`src/rtl/keypad_entry.sv`:
```
// Keypad front end: sync, debounce and single-shot press detect feeding a BCD entry buffer.
// Latency: key_pulse 2+DEBOUNCE_CYCLES cycles after a key_data change; buffer outputs one cycle later.
// Backpressure: none; every accepted press is acted on, and downstream must take entry_valid when it pulses.
module keypad_entry #(
    parameter int DEBOUNCE_CYCLES = 20000,
    parameter int MAX_DIGITS      = 4
) (
    input  logic                    clk,
    input  logic                    rst,
    input  logic [3:0]              key_data,
    output logic                    key_pulse,
    output logic [3:0]              key_code,
    output logic [4*MAX_DIGITS-1:0] digits,
    output logic [2:0]              digit_count,
    output logic [4*MAX_DIGITS-1:0] entry_value,
    output logic [2:0]              entry_count,
    output logic                    entry_valid,
    output logic                    overflow
);

    localparam int          W        = 4 * MAX_DIGITS;
    localparam logic [15:0] CNT_LOAD = 16'(DEBOUNCE_CYCLES - 2);
    localparam logic [15:0] CNT_MAX  = 16'(DEBOUNCE_CYCLES - 1);
    localparam logic [2:0]  MAXD     = 3'(MAX_DIGITS);

    typedef enum logic {
        IDLE = 1'b0,
        HELD = 1'b1
    } state_t;

    logic [3:0]  sync1;
    logic [3:0]  sync_code;
    logic [3:0]  sync_next;
    logic [15:0] db_cnt;
    logic [3:0]  stable_code;
    state_t      state;

    // Unused scanner codes look like "no key" from the second flop onward.
    assign sync_next = (sync1 > 4'd12) ? 4'd0 : sync1;

    // Two-flop synchroniser for the asynchronous scanner code.
    always_ff @(posedge clk or posedge rst) begin
        if (rst) begin
            sync1     <= 4'd0;
            sync_code <= 4'd0;
        end else begin
            sync1     <= key_data;
            sync_code <= sync_next;
        end
    end

    // Debounce: count cycles the synchronised code holds; the counter reaching
    // DEBOUNCE_CYCLES-1 on this edge loads stable_code alongside it.
    always_ff @(posedge clk or posedge rst) begin
        if (rst) begin
            db_cnt      <= 16'd0;
            stable_code <= 4'd0;
        end else begin
            if (sync_next != sync_code) begin
                db_cnt <= 16'd0;
            end else if (db_cnt != CNT_MAX) begin
                db_cnt <= db_cnt + 16'd1;
            end
            if (sync_next == sync_code && db_cnt == CNT_LOAD) begin
                stable_code <= sync_code;
            end
        end
    end

    // Press FSM: one strobe per press, then wait for a full release.
    always_ff @(posedge clk or posedge rst) begin
        if (rst) begin
            state     <= IDLE;
            key_pulse <= 1'b0;
            key_code  <= 4'd0;
        end else begin
            key_pulse <= 1'b0;
            case (state)
                IDLE: begin
                    if (stable_code != 4'd0) begin
                        key_pulse <= 1'b1;
                        key_code  <= (stable_code == 4'd11) ? 4'd0 : stable_code;
                        state     <= HELD;
                    end
                end
                HELD: begin
                    if (stable_code == 4'd0) begin
                        state <= IDLE;
                    end
                end
                default: state <= IDLE;
            endcase
        end
    end

    // Entry buffer: acts on the press strobe, so updates appear one cycle after key_pulse.
    always_ff @(posedge clk or posedge rst) begin
        if (rst) begin
            digits      <= '0;
            digit_count <= 3'd0;
            entry_value <= '0;
            entry_count <= 3'd0;
            entry_valid <= 1'b0;
            overflow    <= 1'b0;
        end else begin
            entry_valid <= 1'b0;
            overflow    <= 1'b0;
            if (key_pulse) begin
                if (key_code <= 4'd9) begin
                    if (digit_count < MAXD) begin
                        digits      <= (digits << 4) | W'(key_code);
                        digit_count <= digit_count + 3'd1;
                    end else begin
                        overflow <= 1'b1;
                    end
                end else if (key_code == 4'd10) begin
                    if (digit_count != 3'd0) begin
                        digits      <= digits >> 4;
                        digit_count <= digit_count - 3'd1;
                    end
                end else if (key_code == 4'd12) begin
                    if (digit_count != 3'd0) begin
                        entry_value <= digits;
                        entry_count <= digit_count;
                        entry_valid <= 1'b1;
                        digits      <= '0;
                        digit_count <= 3'd0;
                    end
                end
            end
        end
    end

endmodule

```
`config.mk`:
```
export PLATFORM = sky130hd
export DESIGN_NAME = keypad_entry
export DESIGN_NICKNAME = d
export VERILOG_FILES = /design/src/rtl/keypad_entry.sv
export SDC_FILE = /design/constraint.sdc
export NUM_CORES = 1
export LEC_CHECK = 0
export CAP_MARGIN = 20
export CORE_ASPECT_RATIO = 0.9
export CORE_UTILIZATION = 50
export CTS_BUF_LIST = sky130_fd_sc_hd__clkbuf_4 sky130_fd_sc_hd__clkbuf_8
export CTS_CLUSTER_DIAMETER = 80
export CTS_CLUSTER_SIZE = 28
export DETAILED_ROUTE_END_ITERATION = 16
export GPL_ROUTABILITY_DRIVEN = 0
export HOLD_SLACK_MARGIN = 0.02
export PLACE_DENSITY = 0.75
export SYNTH_ARGS = -nofsm -noshare
export SYNTH_HDL_FRONTEND = slang
export SYNTH_SLANG_ARGS = --single-unit
```
`constraint.sdc`:
```
create_clock -name clk -period 2.4 [get_ports clk]
set_input_delay 0.36 -clock clk [delete_from_list [all_inputs] [get_ports clk]]
set_output_delay 0.36 -clock clk [all_outputs]
set_load 0.01 [all_outputs]
```
## Yosys cells after proc, flatten, opt, wreduce, memory -nomap -nowiden

Cells that the tools add are included.

- $lt $le $gt $ge: 3
- $mul: 0
- Reduce and logical (&&, ||, !) cells: 10
- Shifts and indexed selects: 0
- Div/mod/pow operators: 0
- Multiplexer cells: 28
- $add $sub $neg: 3
- Eq/ne operators: 8
- Bitwise gates (word level): 4

Operator list:

| operator | count |
|---|---|
| $mux W16 | 8 |
| $mux W3 | 6 |
| $add A16 B1 Y16 const B | 1 |
| $eq A16 B15 Y1 const B | 1 |
| $ne A16 B15 Y1 const B | 1 |
| $or A16 B4 Y16 | 1 |
| $eq A4 B4 Y1 const B | 3 |
| $mux W1 | 11 |
| $mux W4 | 2 |
| $reduce_bool A3 Y1 | 2 |
| $reduce_and A5 Y1 | 1 |
| $eq A4 B4 Y1 | 1 |
| $gt A4 B4 Y1 const B | 1 |
| $le A4 B4 Y1 const B | 1 |
| $logic_not A4 Y1 | 1 |
| $ne A4 B4 Y1 | 1 |
| $reduce_and A4 Y1 | 1 |
| $reduce_bool A2 Y1 | 2 |
| $reduce_bool A4 Y1 | 1 |
| $add A3 B1 Y3 const B | 1 |
| $lt A3 B3 Y1 const B | 1 |
| $not A1 Y1 | 3 |
| $sub A3 B1 Y3 const B | 1 |
| $ne A2 B1 Y1 const B | 1 |
| other kinds (3) | 3 |

- Output and inout bits: 45
- Logic and storage cells: 69
- Bits in writable memories: 0
- Bits in registers: 74
- Bits in latches: 0
- Memory bits (read-only): 0
- Input port bits: 6
- Memories: 0

## Logic depth before layout (Yosys ltp)

Gate-level depths: netlist of the first run.

- Depth in word-level cells: 6
- Depth in mapped cells: 8
- Gate-level depth less buffers: 7

## Worst setup path before layout of the first run

No wires, ideal clock.

- Kind: flip-flop to flip-flop
- From: register sync1[0]
- To: register stable_code[0]
- Required time: 2.275 ns
- Cell stages (with the launch flop): 8
- Setup time: 0.125 ns
- Clock period less this slack: 1.989 ns
- Arrival time: 1.864 ns
- Slack: 0.411 ns
- Path buffers: 2
- Path through: dfrtp_1 -> a2bb2oi_1 -> or3_1 -> a32o_1 -> buf_6 -> or2_1 -> buf_6 -> mux2_4

- Word-level cells in the longest chain between the ends: 4

Ends and longest elaborated chain:

| item | RTL line | source |
|---|---|---|
| start: declaration | 31 | `logic [3:0] sync1;` |
| start signal: assignment | 47 | `sync1 <= key_data;` |
| $gt A4 B4 Y1 | 39 | `assign sync_next = (sync1 > 4'd12) ? 4'd0 : sync1;` |
| $mux W4 (*) | 39 |  |
| $eq A4 B4 Y1 (*) | 64 | `if (sync_next == sync_code && db_cnt == CNT_LOAD) begin` |
| $logic_and A1 B1 Y1 (*) | 64 |  |
| end signal: assignment | 65 | `stable_code <= sync_code;` |
| end: declaration | 35 | `logic [3:0] stable_code;` |

Every way passes the cells marked *; elsewhere a longest branch is shown, timed or not.
A chain may end at the register's enable or synchronous reset.

## Final worst setup path of the first run

- From: register sync1[0]
- To: register stable_code[3]

The elaborated chain is that of the path after synthesis.

==> summary.md, run 1 <==
| Metric | Value |
|---|---|
| Die H | 79.0 µm |
| Worst reg2reg path startpoint | sync1[0] |
| Placed cell areas | 0.00391 mm² |
| Tot Pwr | 2.30 mW |
| Synthesized area | 0.00330 mm² |
| Seq cells post-synth | 74 |
| Clock latency on the worst-skew pair | 0.35 ns |
| Antenna diodes | 0 |
| Final wirelength | 6280 µm |
| Final setup fails | 0 |
| Syn Area/Cell | 11.0 µm² |
| Vias in the first global route | 2186 |
| Starting Density | between 50% and 60% |
| Initial DRT Pass Iterations | 4 |
| Die X | slightly below 90 µm |
| Largest net degree at the start of global routing | 42 |
| Cells on worst reg2reg path | 5 |
| CTS Buf Count | 9 |
| Final Cell Area | 0.00411 mm² |
| Critical path origin | sync1[0] |
| Crit path kind | reg2reg |
| Reg clk slew, reported paths | 0.07 ns |
| Area grow syn2layout | 24.7% |
| Worst slew pin tran | 0.534 ns |
| Clk buf depth | 2 |
| Site row count | 27 |
| Top cells by area, synth | dfrtp_1 56%, mux2_2 6.5%, o21ai_0 3.9% |
| Arr. time, crit path | 2.16 ns |
| Die area | around 0.0069 mm² |
| Min-delay worst type | in2async |
| Port Buffers | 50 |
| PwrDens | 560 mW/mm² |
| Status | finished clean |
| Total gr overflow | 0 |
| Syn Inst Count | 301 |
| Yosys top cell by area | dfrtp_1 |
| Final setup TNS | 0 ns |
| Layout Cells excl Fill | 445 |
| Fmax | 519 MHz |
| Ys Warns | 0 |
| Peak supply drop | 454 µV |
| Worst Setup Start Kind | flip-flop |
| Fillers | approximately 490 |
| Final hold vios | 0 |
| Dpl hpwl | 4360 µm |
| Async S/R FF share, synth | 100% |
| WL/cell | roughly 14 µm |
| Register area share after synthesis | around 56% |
| RSZ-0062 raised after global routing | no |
| Synth unique cells | 42 |
| Layout cells sized above 1 | 13.4% |
| Post-CTS setup buffers | 0 |
| Vias per inst | 5.31 |
| Top cell type's share of synthesized area | 56.2% |
| Initial DRC Count | 148 |
| Antenna viol nets, final | 0 |
| Post-cts hold buffer count | 0 |
| Syn Nets | 312 |
| Worst Path Required | ~2.6 ns |
| Layout Nets | about 360 |
| I/O pin total | 51 |
| Slew Limit Fails | 0 |
| Sequential Area | 0.00185 mm² |
| Capturing point of the worst reg2reg path | stable_code[3] |
| Most frequent cells in the layout | 74 x dfrtp_1, 50 x clkdlybuf4s50_1, 33 x nand2_1, 26 x o21ai_0, 23 x nor2_1 |
| Most common cell after layout, fill and taps aside | dfrtp_1 |
| Hold_ws | 0.259 ns |
| Reg2reg setup slack | 0.47 ns |
| Clock Sinks | 74 |
| First-pass GRT wire length | 10800 µm |
| Worst Setup EP | stable_code[3] |
| Ys flop type | dfrtp_1 |
| CTS HTree Levels | 3 |
| GR Util All Layers | 21.0% |
| Final Cycle Share | 80.3% |
| Post-layout min period | ~1.9 ns |
| TritonCTS clock tree | yes |
| Post-synth EDFFs | 0 |
| Final Skew | 0.00946 ns |
| Initial antenna violation count | 0 |
| Placed insts | roughly 430 |
| Relative slew slack | 64.1% |
| Clk root buf | clkbuf_8 |
| Leak pwr | ~1.8 nW |
| Area of the multi-input gates | around 0.0013 mm² |
| CTS resizes | 0 |
| Worst setup EP type | flip-flop |
| Core ar. | around 0.0062 mm² |
| Crit Path Max Fanout | 7 |
| Vias post-DR | 2365 |
| Max-cap violations | 0 |
| DRC | 0 |
## synthesized netlist by cell type, types with 2 or more instances
library cell and count:
o211ai_1 2, and2_1 3, buf_6 2, mux2_2 19
dfrtp_1 74, and4_1 2, nand3_1 6, xnor2_1 6
a21oi_1 10, a32o_1 2, mux2_4 4, buf_2 2
a211oi_1 2, clkbuf_1 11, a22oi_1 10, nor3_1 4
nand2_1 33, o21ai_0 26, nand4_1 5, inv_1 9
or3_1 3, and3_1 5, nor2_1 23, nor4_1 2
xor2_1 8, nor2b_1 6, mux2i_1 3, ha_1 5
## sequential cells by signal (all words and copies together), names as in the netlist
name	flops
db_cnt	16
digit_count	3
digits	16
entry_count	3
entry_valid	1
entry_value	16
key_code	4
key_pulse	1
overflow	1
stable_code	4
state	1
sync1	4
sync_code	4
## kinds of logic after synthesis
family / synth area share, %
compound gates: 11.3
xor+xnor: 3.72
fa+ha+maj: 1.90
buf+inv: 3.26
flops: 56.2
mux: 9.22
simple gates: 14.5
## layout make-up
type                       count  area share, %
clock buffer                  10           3.35
clock inverter                 6           1.58
inverter                       9          0.822
multi-input combinational    203           32.7
sequential                    74           45.0
tap                           87           2.65
timing repair buffer          56           13.9
## per-layer routing
layer	part of all wire [%]	wire length, µm	vias to the layer above	global-route usage (%)
met5	0	0	-	0
met4	0.54	34	0	5.90
met3	5.7	360	4	8.52
met2	43	2710	67	29.5
met1	51	3180	1131	29.9
li1	-	-	1163	-
## per-stage QoR
stage | utilization (%) | worst slack (ns)
2_1_floorplan | - | 0.158
3_3_place_gp | 62.5 | 0.510
3_5_place_dp | 62.5 | 0.484
4_1_cts | 65.8 | 0.446
5_1_grt | 65.8 | 0.371
6_report | 65.8 | 0.472
## critical path: stages (launching register included)
cell and delay, ns:
dfrtp_1 0.44, a2bb2oi_1 0.16, or3_1 0.30, a32o_1 0.27, or2_1 0.32, mux2_4 0.32
## power by group
part / switching (mW) / internal [mW]
Sequential: 0.0130 / 1.25
Combinational: 0.0384 / 0.0282
Clock: 0.458 / 0.510
Total: 0.510 / 1.79
## how the worst min path moves through the flow
| stage | to | cells after the start | startpoint |
|---|---|---|---|
| after global placement | entry_count[2] | 1 | entry_count[2] |
| after global routing | db_cnt[11] | 2 | rst |
| after CTS | db_cnt[10] | 2 | rst |
| final | db_cnt[10] | 2 | rst |
| after detailed placement | entry_value[4] | 1 | entry_value[4] |
| after floorplan | sync1[0] | 0 | key_data[0] |
Note: power is estimated with default switching activity, not from simulation.
==> inputs of run 2 (changes only) <==
PLACE_DENSITY = 0.78   (was 0.75)
clock period = 1.7 ns   (was 2.4 ns; I/O delays follow)
==> run 2 against run 1 <==
Effect of this change: the flow now finishes with violations (negative setup slack); final area increased by 9.1%; sequential power increased by 41%; first-iteration DRC count increased by 13%; critical path depth increased by 1; register-to-register slack got worse by 0.59 ns; clock-buffer cell count decreased by 1; largest cell class unchanged.
==> summary.md, run 2 (synthesized netlist as in run 1, its figures left out) <==
| Metric | Value |
|---|---|
| Placed cell areas | 0.00416 mm² (was 0.00391 mm²) |
| Clk buf depth | 2 (unchanged) |
| Post-layout min period | 1.81 ns (was 1.93 ns) |
| Reg clk slew, reported paths | 0.08 ns (was 0.07 ns) |
| Worst Setup Start Kind | flip-flop (unchanged) |
| Arr. time, crit path | 2.05 ns (was 2.16 ns) |
| CTS Buf Count | 9 (unchanged) |
| Relative slew slack | 70.4% (was 64.1%) |
| Worst Path Required | 1.93 ns (was 2.63 ns) |
| Layout Cells excl Fill | 483 (was 445) |
| Maximum single-stage delay on the critical path | 0.44 ns (about the same) |
| Met3 GRT Util | 6.65% (was 8.52%) |
| Layout Nets | 402 (was 364) |
| Post-cts hold buffer count | 0 (unchanged) |
| CP max stage cell | dfrtp_2 (was dfrtp_1) |
| PwrDens | 766 mW/mm² (was 560 mW/mm²) |
| Final wirelength | 7140 µm (was 6280 µm) |
| Worst setup margin | -0.114 ns (was 0.472 ns) |
| Leak pwr | 2.01 nW (was 1.79 nW) |
| Status | finished with violations (was finished clean) |
| Worst slew pin tran | 0.441 ns (was 0.534 ns) |
| Met1 global-route usage | 33.3% (was 29.9%) |
| Total gr overflow | 0 (unchanged) |
| Antenna diodes | 0 (unchanged) |
| Clk root buf | clkbuf_8 (unchanged) |
| Crit path kind | reg2reg (unchanged) |
| Dpl hpwl | 4670 µm (was 4360 µm) |
| Sequential Area | 0.00186 mm² (was 0.00185 mm²) |
| GR Util All Layers | 23.2% (was 21.0%) |
| Min-delay worst type | in2reg (was in2async) |
| Largest net degree at the start of global routing | 75 (was 42) |
| Fillers | 458 (was 489) |
| Vias per inst | 5.35 (was 5.31) |
| DRC | 0 (unchanged) |
| Met2 GRT Util | 34.2% (was 29.5%) |
| First-pass GRT wire length | 12100 µm (was 10800 µm) |
| Die area | 0.00692 mm² (unchanged) |
| Failing checks | negative setup slack |
| Crit Path Max Fanout | 5 (was 7) |
| Die H | 79.0 µm (unchanged) |
| Clock Sinks | 74 (unchanged) |
| Final hold vios | 0 (unchanged) |
| Initial DRC Count | 167 (was 148) |
| WHS Path Cells | 1 |
| Hold_ws | 0.340 ns (was 0.259 ns) |
| Most common cell after layout, fill and taps aside | dfrtp_1 (unchanged) |
| Largest regs | db_cnt x16, digits x16, entry_value x16 (unchanged) |
| Peak supply drop | 536 µV (was 454 µV) |
| Clock latency on the worst-skew pair | 0.35 ns (about the same) |
| Placed insts | 460 (was 429) |
| Initial antenna violation count | 0 (unchanged) |
| Max-cap violations | 0 (unchanged) |
| Global route hottest layer | met2 (was met1) |
| Final Skew | 0.00776 ns (was 0.00946 ns) |
| I/O pin total | 51 (unchanged) |
| Starting Density | 52.8% (unchanged) |
| Vias in the first global route | 2507 (was 2186) |
| Worst setup EP type | flip-flop (unchanged) |
| Layout cells sized above 1 | 26.0% (was 13.4%) |
| Slew Limit Fails | 0 (unchanged) |
| WL/cell | 14.8 µm (was 14.1 µm) |
| Area of the multi-input gates | 0.00140 mm² (was 0.00134 mm²) |
| CTS HTree Levels | 3 (unchanged) |
| Most frequent cells in the layout | 66 x dfrtp_1, 46 x clkdlybuf4s50_1, 40 x buf_4, 33 x nand2_1, 23 x nor2_1 (was 74 x dfrtp_1, 50 x clkdlybuf4s50_1, 33 x nand2_1, 26 x o21ai_0, 23 x nor2_1) |
| Core ar. | 0.00625 mm² (unchanged) |
| Final Cycle Share | 107% (was 80.3%) |
| Vias post-DR | 2584 (was 2365) |
| TritonCTS clock tree | yes (unchanged) |
| Final setup fails | 4 (was 0) |
| Antenna viol nets, final | 0 (unchanged) |
| Area grow syn2layout | 36.1% (was 24.7%) |
| Initial DRT Pass Iterations | 4 (unchanged) |
| Crit-path cells | buf_4 > xnor2_2 > nand4_1 > a32o_1 > or2_4 > mux2_4 (was a2bb2oi_1 > or3_1 > a32o_1 > or2_1 > mux2_4) |
| Fmax | 551 MHz (was 519 MHz) |
| Die X | 87.6 µm (unchanged) |
| Site row count | 27 (unchanged) |
| Final Cell Area | 0.00449 mm² (was 0.00411 mm²) |
| Port Buffers | 50 (unchanged) |
| Cells on worst reg2reg path | 6 (was 5) |
| RSZ-0062 raised after global routing | yes (was no) |
-- run 2: cell types whose count changed in the layout (fill, tap and decap cells not counted), sizes merged --
cell | before | now
clkinvlp | 1 | 3
clkdlybuf4s50 | 50 | 46
dlymetal6s2s | 0 | 1
dlygate4sd2 | 0 | 3
buf | 6 | 43
clkinv | 3 | 1
bufinv | 1 | 2
-- run 2: layer usage --
layer	up-vias	share of wire, %
li1	1238	-
met1	1268	47
met2	70	47
met3	8	5.0
met4	0	1.4
met5	-	0
-- run 2: timing repair --
item | CTS | global route
setup buffers | 5 | 0
cloned | 2 | 0
pin swaps | 1 | 2
endpoints found under the setup margin | 25 | 15
endpoints found under the hold margin | 0 | 0
resized for setup | 14 | 11
-- run 2: worst paths after layout --
kind | start | to | slack (ns)
setup / recovery | sync1[1] | stable_code[0] | -0.11
hold / removal | key_data[1] | sync1[1] | 0.34
setup reg to reg | sync1[1] | stable_code[0] | -0.11
hold reg to reg | entry_value[4] | entry_value[4] | 0.51
max in group asynchronous | rst | sync1[1] | 1.01
min in group asynchronous | rst | key_pulse | 0.35
-- run 2: worst max-delay path: cells and delay by family (launching register included) --
family          cells  cell delay, ns
flops               1            0.44
simple gates        2            0.39
mux                 1            0.30
compound gates      1            0.28
buf+inv             1            0.15
xor+xnor            1            0.14
-- run 2: layout make-up --
cell class	instances	area share, %
Sequential cell	74	41.5
Multi-Input combinational cell	203	31.2
Timing Repair Buffer	94	19.0
Clock buffer	9	2.76
Tap cell	87	2.43
Clock inverter	7	2.26
Inverter	9	0.837
-- run 2: where the power goes --
group	leakage [nW]	switching [mW]	internal, mW
Sequential	1.01	0.0145	1.77
Combinational	0.898	0.0644	0.0505
Clock	0.106	0.695	0.838
-- run 2: stage by stage --
step / total power [mW] / TNS, ns / setup WS, ns / util (%)
5_1_grt: 3.56 / -0.674 / -0.163 / 71.8
2_1_floorplan: 1.88 / -1.70 / -0.234 / -
4_1_cts: 3.47 / -0.362 / -0.0979 / 71.2
6_report: 3.43 / -0.430 / -0.114 / 71.8
3_3_place_gp: 1.93 / -0.731 / -0.0983 / 66.6
3_5_place_dp: 1.93 / -1.71 / -0.154 / 66.6
